## config.mk

```make
export PLATFORM = sky130hd
export DESIGN_NAME = mem_arbiter
export DESIGN_NICKNAME = d
export VERILOG_FILES = /design/src/rtl/mem_arbiter_pkg.sv /design/src/rtl/mem_lat_counter.sv /design/src/rtl/mem_arbiter.sv
export SDC_FILE = /design/constraint.sdc
export NUM_CORES = 1
export LEC_CHECK = 0
export BUFFER_PORTS_ARGS = -buffer_cell sky130_fd_sc_hd__buf_2
export CAP_MARGIN = 20
export CORE_MARGIN = 10
export CORE_UTILIZATION = 40
export CTS_CLUSTER_DIAMETER = 80
export DETAILED_ROUTE_END_ITERATION = 10
export HOLD_SLACK_MARGIN = 0.05
export PLACE_DENSITY = 0.69
export SYNTH_ARGS = -nofsm -noshare
export SYNTH_HDL_FRONTEND = slang
export SYNTH_SLANG_ARGS = --single-unit
```

## constraint.sdc

```tcl
create_clock -name clk -period 2.9 [get_ports clk]
set_input_delay 0.725 -clock clk [delete_from_list [all_inputs] [get_ports clk]]
set_output_delay 0.725 -clock clk [all_outputs]
set_load 0.02 [all_outputs]
```

## src/rtl/mem_arbiter_pkg.sv

```systemverilog
// Shared encodings for the unified-memory arbiter: FSM states, port owner,
// default access latency and the latched request record.
package mem_arbiter_pkg;

   localparam logic [1:0] IDLE   = 2'd0;
   localparam logic [1:0] ACCESS = 2'd1;
   localparam logic [1:0] RESP   = 2'd2;

   localparam logic OWN_I = 1'b0;
   localparam logic OWN_D = 1'b1;

   localparam int LAT_DEFAULT = 2;
   localparam int CNT_W       = 4;

   typedef struct packed {
      logic        owner;
      logic        wr;
      logic        err;
      logic [15:0] addr;
      logic [15:0] wdata;
   } req_t;

endpackage

```

## src/rtl/mem_lat_counter.sv

```systemverilog
// Loadable down-counter with zero flag; stops at zero instead of wrapping.
module mem_lat_counter #(
   parameter int W = 4
) (
   input  logic         clk,
   input  logic         rst,
   input  logic         load_i,
   input  logic [W-1:0] load_val_i,
   input  logic         dec_i,
   output logic [W-1:0] cnt_o,
   output logic         zero_o
);

   localparam logic [W-1:0] ONE = W'(1);

   logic [W-1:0] cnt_q, cnt_d;

   always_comb begin
      cnt_d = cnt_q;
      if (load_i) begin
         cnt_d = load_val_i;
      end else if (dec_i && (cnt_q != '0)) begin
         cnt_d = cnt_q - ONE;
      end
   end

   always_ff @(posedge clk or posedge rst) begin
      if (rst) begin
         cnt_q <= '0;
      end else begin
         cnt_q <= cnt_d;
      end
   end

   assign cnt_o  = cnt_q;
   assign zero_o = (cnt_q == '0);

endmodule

```

## src/rtl/mem_arbiter.sv

```systemverilog
// Arbiter sequencing a single-ported memory between fetch and data ports.
// Optional fetch starvation guard is enabled by defining MEMARB_STARVE_GUARD_EN.
module mem_arbiter
   import mem_arbiter_pkg::*;
#(
   parameter int LAT        = LAT_DEFAULT,
   parameter int STARVE_MAX = 4
) (
   input  logic        clk,
   input  logic        rst,
   input  logic        i_req,
   input  logic [15:0] i_addr,
   output logic        i_done,
   output logic [15:0] i_rdata,
   output logic        i_stall,
   input  logic        d_req,
   input  logic        d_wr,
   input  logic [15:0] d_addr,
   input  logic [15:0] d_wdata,
   output logic        d_done,
   output logic [15:0] d_rdata,
   output logic        d_err,
   output logic        d_stall,
   output logic        m_en,
   output logic        m_wr,
   output logic [15:0] m_addr,
   output logic [15:0] m_wdata,
   input  logic [15:0] m_rdata,
   output logic [1:0]  dbg_state_o
);

   localparam logic [CNT_W-1:0] LAT_M1 = CNT_W'(LAT - 1);

   logic [1:0]       state_q, state_d;
   req_t             req_q, req_d;
   logic [15:0]      i_rdata_q, i_rdata_d;
   logic [15:0]      d_rdata_q, d_rdata_d;
   logic             take_d, take_i, force_i;
   logic             cnt_zero;
   logic [CNT_W-1:0] cnt;

   assign take_d = (state_q == IDLE) && d_req && !force_i;
   assign take_i = (state_q == IDLE) && i_req && !take_d;

   mem_lat_counter #(.W(CNT_W)) u_lat_cnt (
      .clk        (clk),
      .rst        (rst),
      .load_i     (take_d | take_i),
      .load_val_i (LAT_M1),
      .dec_i      (state_q == ACCESS),
      .cnt_o      (cnt),
      .zero_o     (cnt_zero)
   );

`ifdef MEMARB_STARVE_GUARD_EN
   logic [2:0] starve_q, starve_d;

   always_comb begin
      starve_d = starve_q;
      if (take_i) begin
         starve_d = 3'd0;
      end else if (take_d && i_req && (starve_q != 3'd7)) begin
         starve_d = starve_q + 3'd1;
      end
   end

   always_ff @(posedge clk or posedge rst) begin
      if (rst) begin
         starve_q <= 3'd0;
      end else begin
         starve_q <= starve_d;
      end
   end

   assign force_i = (starve_q >= 3'(STARVE_MAX)) && i_req && d_req;
`else
   // Strict data priority: STARVE_MAX is legal only >= 1, so this is never set.
   assign force_i = (STARVE_MAX < 0);
`endif

   always_ff @(posedge clk or posedge rst) begin
      if (rst) begin
         state_q <= IDLE;
      end else begin
         state_q <= state_d;
      end
   end

   always_comb begin
      state_d = state_q;
      req_d   = req_q;
      case (state_q)
         IDLE: begin
            if (take_d) begin
               req_d   = '{owner: OWN_D, wr: d_wr, err: d_addr[0], addr: d_addr, wdata: d_wdata};
               state_d = d_addr[0] ? RESP : ACCESS;
            end else if (take_i) begin
               req_d   = '{owner: OWN_I, wr: 1'b0, err: 1'b0, addr: i_addr, wdata: 16'h0000};
               state_d = ACCESS;
            end
         end
         ACCESS: begin
            if (cnt_zero) begin
               state_d = RESP;
            end
         end
         RESP:    state_d = IDLE;
         default: state_d = IDLE;
      endcase
   end

   // Read data lands in the owner's register on the last access cycle; a
   // misaligned data access completes with zero load data.
   always_comb begin
      i_rdata_d = i_rdata_q;
      d_rdata_d = d_rdata_q;
      if ((state_q == ACCESS) && cnt_zero && !req_q.wr) begin
         if (req_q.owner == OWN_I) begin
            i_rdata_d = m_rdata;
         end else begin
            d_rdata_d = m_rdata;
         end
      end
      if (take_d && d_addr[0]) begin
         d_rdata_d = 16'h0000;
      end
   end

   always_ff @(posedge clk or posedge rst) begin
      if (rst) begin
         req_q     <= '0;
         i_rdata_q <= '0;
         d_rdata_q <= '0;
      end else begin
         req_q     <= req_d;
         i_rdata_q <= i_rdata_d;
         d_rdata_q <= d_rdata_d;
      end
   end

   always_comb begin
      m_en    = 1'b0;
      m_wr    = 1'b0;
      m_addr  = 16'h0000;
      m_wdata = 16'h0000;
      i_done  = 1'b0;
      d_done  = 1'b0;
      d_err   = 1'b0;
      case (state_q)
         ACCESS: begin
            m_en    = 1'b1;
            m_wr    = req_q.wr && (cnt == LAT_M1);
            m_addr  = req_q.addr;
            m_wdata = req_q.wdata;
         end
         RESP: begin
            i_done = (req_q.owner == OWN_I);
            d_done = (req_q.owner == OWN_D);
            d_err  = (req_q.owner == OWN_D) && req_q.err;
         end
         default: ;
      endcase
   end

   assign i_rdata     = i_rdata_q;
   assign d_rdata     = d_rdata_q;
   assign i_stall     = i_req && !i_done && !rst;
   assign d_stall     = d_req && !d_done && !rst;
   assign dbg_state_o = state_q;

endmodule
```

==> flow_metrics.tcl, run 1 <==
set metrics [dict create \
    pre_cts_ws_ps 544 \
    fin_skew_ps 8.06 \
    insertion_delay_ps 350 \
    vias 2717 \
    worstMarginPinSlew_ps 605 \
    combPwrFrac 0.509 \
    nNetsFinal 500 \
    rsz0062_at_grt "false" \
    die_area_sq_mm 0.0126 \
    antenna_left 0 \
    dp_hpwl_mm 6.68 \
    vias_per_cell 5.04 \
    cts_tree "built" \
    setup-violations-final 0 \
    critPathSlowestCell "dfrtp_1" \
    synth-warning-count 0 \
    drive_gt1_frac 0.501 \
    critPathArrivalTime_ps 1900 \
    synth-edff-count 0 \
    cts_hold_buffers 0 \
    cts.sinks 73 \
    cp-end-kind "output port" \
    start_util 0.411 \
    antenna_found_initial 1 \
    ctsResizeCount 0 \
    crit_type "flip-flop to output port" \
    postCtsSetupBuffers 0 \
    overflow 0 \
    hold_viol 0 \
    avgSynthCellArea_sq_um 11.8 \
    ys_seq_area_frac 0.538 \
    grt_pass1_wl_mm 14.7 \
    internal_power_mw 2.96 \
    post-route-cell-area_sq_mm 0.00442 \
    critical_path.max_stage_delay_ps 520 \
    setup_ws_ps 271 \
    syn_area_sq_mm 0.00339 \
    wl_per_cell_um 16.8 \
    drcViolationCount 0 \
    cts_inserted_buffers 9 \
    period_needed_ps 2630 \
    port-buffer-count 141 \
    startpoint_type "flip-flop" \
    clock_tree.root_cell "clkbuf_8" \
    synth_cell_types 34 \
    path_clk_slew_ps 80 \
    stdcell_count 539 \
    placed_cell_area_sq_mm 0.00424 \
    max_slew_margin 0.595 \
    drt_iter0_markers 69 \
    power_frac_clock 0.142 \
    synth-main-ff-cell "dfrtp_1" \
    post-route-util 0.535 \
    async_reset_ff_frac 1.00 \
    syn-num-nets 360 \
    total_power_mw 5.16 \
    die_h_um 112 \
    fillers 742 \
    synthCells 288 \
    power.leakage_nw 2.27 \
    ys_seq_elements 73 \
    status "finished clean" \
    worstPathRequired_ps 2170 \
    grt_max_degree 74 \
    grtUsageTotal 0.141 \
    num_rows 33 \
    htree_num_levels 3 \
    maxCapViolations 0 \
    regArea_sq_mm 0.00183 \
    pwr-share-seq 0.349 \
    powerDensity_mw_per_mm2 1170 \
    clockBufferDepth 2 \
    multiInputGateArea_sq_mm 0.00147 \
    swShare 0.427 \
    die_x_um 112 \
    post-route-period-util 0.907 \
    path_max_fanout 38 \
    wl_mm 9.06 \
    place_congestion 0.775 \
    clock.fmax_ghz 0.380 \
    ir_worst_vdd_uv 395 \
    io_pins 142 \
    placedCellCount 522 \
    power.switching_mw 2.20 \
    slew_viol_final 0 \
    holdWs_ps 477 \
    core_sq_mm 0.00826 \
    syn_to_final_growth_pct 30.2 \
    firstDrtPassIters 4 \
    grt_pass1_vias 2906 \
    crit_chain "nand2b_1 > inv_1 > buf_4 > and2_1 > buf_2" \
    setup_tns_ps 0 \
    min_path_type "primary input to async pin" \
]
==> per-layer routing <==
layer / vias to the layer above / share of wire / GRT usage
li1: 1298 / - / -
met1: 1315 / 0.42 / 0.167
met2: 89 / 0.48 / 0.223
met3: 15 / 0.080 / 0.0580
met4: 0 / 0.022 / 0.0584
met5: - / 0 / 0
==> placed cells by master, fill, tap and decap left out, types with 2 or more instances in the layout <==
cell type / instances
clkinvlp_4: 3
a21oi_1: 7
a21o_1: 2
buf_4: 8
mux2_2: 37
and2_1: 33
nand2_1: 14
buf_2: 141
mux2_4: 10
clkbuf_8: 10
dfrtp_1: 73
a22o_1: 17
inv_1: 4
nor3b_1: 3
o21ai_0: 20
nor2_1: 4
nand3_1: 20
ha_1: 3
nand4bb_1: 2
mux2i_1: 2
==> synthesized netlist by cell type (3+ instances only) <==
library cell,instances,area [sq um]
ha_1,3,37.5
o21ai_0,21,105
nor2_1,4,15.0
buf_2,3,15.0
and2_1,33,206
dfrtp_1,73,1830
inv_1,5,18.8
clkbuf_1,15,56.3
a22o_1,17,149
nand2_1,14,52.6
mux2_4,10,150
nor3b_1,4,30.0
mux2_2,37,417
a21oi_1,7,35.0
nand3_1,20,100
==> cells by family after synthesis <==
family | after synthesis | synth area share
multiplexers | 49 | 0.173
flip-flops | 73 | 0.538
buffers and inverters | 26 | 0.0332
adder cells (fa/ha/maj) | 3 | 0.0111
AO/OA/AOI/OAI | 49 | 0.0940
AND/OR/NAND/NOR | 88 | 0.151
==> power by group through the flow <==
stage	logic (mW)	clock network [mW]	registers [mW]
3_3_place_gp	2.63	0	1.81
4_1_cts	2.68	0.756	1.80
5_1_grt	2.86	0.806	1.87
2_1_floorplan	1.55	0	2.03
6_report	2.63	0.731	1.80
3_5_place_dp	2.67	0	1.82
==> worst paths after layout <==
check | start | end | slack [ps] | cells after the start
worst max-delay path | dbg_state_o[1] | m_wdata[14] | 270 | 5
worst min-delay path | rst | req_q[13] | 480 | 3
worst max register to register | u_lat_cnt.cnt_o[0] | i_rdata[2] | 510 | 6
worst min register to register | req_q[32] | req_q[32] | 480 | 1
max in group asynchronous | rst | req_q[21] | 2110 | 3
min in group clk | req_q[32] | req_q[32] | 480 | 1
==> final cells by class <==
type | count | area share
repair buffers | 150 | 0.178
multi-input cells | 189 | 0.333
well taps | 105 | 0.0297
inverters | 5 | 0.00425
clock inverters | 5 | 0.00906
diodes | 1 | 0.000566
clock buffers | 11 | 0.0320
flip-flops and latches | 73 | 0.413
==> worst max-delay path, delay by kind of cell, from the launching register on <==
family	cells	cell delay, ps
buffers and inverters	3	570
flip-flops	1	520
AND/OR/NAND/NOR	2	470
==> state kept, by name (all words and copies together) (netlist names) <==
register / cells
i_rdata: 16
dbg_state_o: 2
req_q: 35
d_rdata: 16
u_lat_cnt.cnt_o: 4
Note: power is estimated with default switching activity, not from simulation.
==> inputs of run 2 (changes only) <==
--- a/config.mk
+++ b/config.mk
@@ -5,14 +5,14 @@
 export SDC_FILE = /design/constraint.sdc
 export NUM_CORES = 1
 export LEC_CHECK = 0
-export BUFFER_PORTS_ARGS = -buffer_cell sky130_fd_sc_hd__buf_2
 export CAP_MARGIN = 20
 export CORE_MARGIN = 10
 export CORE_UTILIZATION = 40
 export CTS_CLUSTER_DIAMETER = 80
 export DETAILED_ROUTE_END_ITERATION = 10
+export DONT_BUFFER_PORTS = 1
 export HOLD_SLACK_MARGIN = 0.05
-export PLACE_DENSITY = 0.69
 export SYNTH_ARGS = -nofsm -noshare
 export SYNTH_HDL_FRONTEND = slang
+export SYNTH_HIERARCHICAL = 1
 export SYNTH_SLANG_ARGS = --single-unit
==> constraint.sdc (replaced) <==
create_clock -name clk -period 2.9 [get_ports clk]
set_input_delay 0.725 -clock clk [delete_from_list [all_inputs] [get_ports clk]]
set_output_delay 0.725 -clock clk [all_outputs]
set_load 0.005 [all_outputs]
==> flow_metrics.tcl, run 2 <==
set metrics [dict create \
    cts.sinks 73 \
    clock_tree.root_cell "clkbuf_8" \
    cp-startpoint "dbg_state_o[0]" \
    grt_max_degree 42 \
    die_x_um 113 \
    powerDensity_mw_per_mm2 1070 \
    final_common_cell "dfrtp_1" \
    path_max_fanout 25 \
    synth_cell_types 44 \
    rsz0062_at_grt "false" \
    cts_tree "built" \
    overflow 0 \
    hold_viol 0 \
    startpoint_type "flip-flop" \
    grt_pass1_wl_mm 12.9 \
    synth-edff-count 0 \
    wl_per_cell_um 20.2 \
    ys_seq_elements 73 \
    post-route-period-util 0.828 \
    maxCapViolations 0 \
    ir_worst_vdd_uv 358 \
    worstMarginPinSlew_ps 1020 \
    io_pins 142 \
    dp_hpwl_mm 6.11 \
    synth_top_area_frac 0.526 \
    cp-end-kind "output port" \
    drcViolationCount 0 \
    antenna_left 0 \
    num_rows 33 \
    synth_commonest_cells "dfrtp_1, mux2_2, and2_1, nand2_1, a22o_1" \
    synth.most_common_cell "dfrtp_1" \
    pre_cts_ws_ps 520 \
    async_reset_ff_frac 1.00 \
    vias_per_cell 5.27 \
    synthCells 293 \
    fillers 776 \
    vias 2118 \
    drive_gt1_frac 0.259 \
    start_util 0.417 \
    clock.fmax_ghz 0.417 \
    syn_to_final_growth_pct 8.50 \
    synth-warning-count 6 \
    clockBufferDepth 2 \
    cts_hold_buffers 0 \
    path_clk_slew_ps 70 \
    avgSynthCellArea_sq_um 11.9 \
    period_needed_ps 2400 \
    nNetsFinal 362 \
    cts_inserted_buffers 9 \
    htree_num_levels 3 \
    critPathArrivalTime_ps 1680 \
    grtUsageTotal 0.124 \
    status "finished clean" \
    yosysTopAreaCell "dfrtp_1" \
    antennaDiodeCount 0 \
    fin_skew_ps 8.49 \
    setup_ws_ps 499 \
    drt_iter0_markers 91 \
    max_slew_margin 0.318 \
    syn_area_sq_mm 0.00348 \
    min_path_type "primary input to async pin" \
    firstDrtPassIters 4 \
    ys_seq_area_frac 0.526 \
    setup-violations-final 0 \
    synth-main-ff-cell "dfrtp_1" \
    die_h_um 113 \
    wl_mm 8.14 \
    largest_register "req_q" \
    worstPathRequired_ps 2170 \
    rr_startpoint "u_lat_cnt/cnt_o[0]" \
    antenna_found_initial 0 \
    ctsResizeCount 0 \
    postCtsSetupBuffers 0 \
    port-buffer-count 0 \
    power.leakage_nw 1.68 \
    place_congestion 0.700 \
    setup_tns_ps 0 \
    die_area_sq_mm 0.0128 \
    largest_register_ffs 35 \
    synthTopCellsByArea "dfrtp_1, mux2_2, and2_1" \
    grt_pass1_vias 2296 \
    insertion_delay_ps 330 \
    core_sq_mm 0.00834 \
    layout_common_cells "dfrtp_1, mux2_2, and2_1, nand2_1, a22o_1" \
    slew_viol_final 0 \
    crit_type "flip-flop to output port" \
]
==> run 2: cell types whose count changed in the layout (fill, tap and decap cells not counted), sizes merged, moves of 3 or more <==
cell and delta:
nand2 +7, nand3 -4, buf -143, nor2 -3, conb +4
==> run 2: stage by stage <==
stage	instance area [sq um]	instances	hold WS (ps)	power [mW]	util
2_1_floorplan	3480	295	454	2.91	-
3_3_place_gp	3560	386	476	3.23	0.427
3_5_place_dp	3560	386	479	3.26	0.427
4_1_cts	3770	402	147	4.12	0.452
5_1_grt	3770	402	163	4.36	0.452
6_report	3770	402	169	4.04	0.452
==> run 2: layout make-up <==
cell class / instances / area [sq um] / area share
flip-flops and latches: 73 / 1830 / 0.484
inverters: 8 / 30.0 / 0.00796
well taps: 105 / 131 / 0.0348
clock buffers: 10 / 128 / 0.0338
repair buffers: 7 / 65.1 / 0.0173
multi-input cells: 193 / 1510 / 0.400
clock inverters: 6 / 82.6 / 0.0219
==> run 2: path summary, 6_finish.rpt <==
kind / end / slack, ps / cells after the start
setup / recovery: m_addr[0] / 500 / 3
hold / removal: u_lat_cnt/cnt_o[3] / 170 / 1
setup reg to reg: i_rdata[14] / 520 / 8
hold reg to reg: req_q[8] / 490 / 1
max in group asynchronous: i_rdata[2] / 1930 / 2
min in group clk: req_q[8] / 490 / 1
==> run 2: logic make-up after synthesis <==
| logic type | Yosys count | synth area share |
|---|---|---|
| compound gates | 49 | 0.0976 |
| fa+ha+maj | 1 | 0.00360 |
| buf+inv | 29 | 0.0457 |
| flops | 73 | 0.526 |
| mux | 46 | 0.160 |
| other cells | 2 | 0.00216 |
| simple gates | 93 | 0.166 |
==> run 2: where the power goes <==
group / total [mW] / internal (mW) / switching, mW / leakage [nW]
clock: 0.844 / 0.480 / 0.363 / 0.106
combinational: 1.39 / 0.742 / 0.649 / 0.650
sequential: 1.80 / 1.44 / 0.362 / 0.920
total: 4.04 / 2.66 / 1.37 / 1.68
==> run 2: critical path: stages (launching register included) <==
cell and delay [ps]:
dfrtp_1 610, nor2b_2 260, buf_4 250, and2_1 220
==> run 2: metal layers <==
layer / global-route usage / wire length [um]
met1: 0.135 / 3270
met2: 0.183 / 3420
met3: 0.0882 / 1310
met4: 0.0474 / 133
met5: 0 / 0
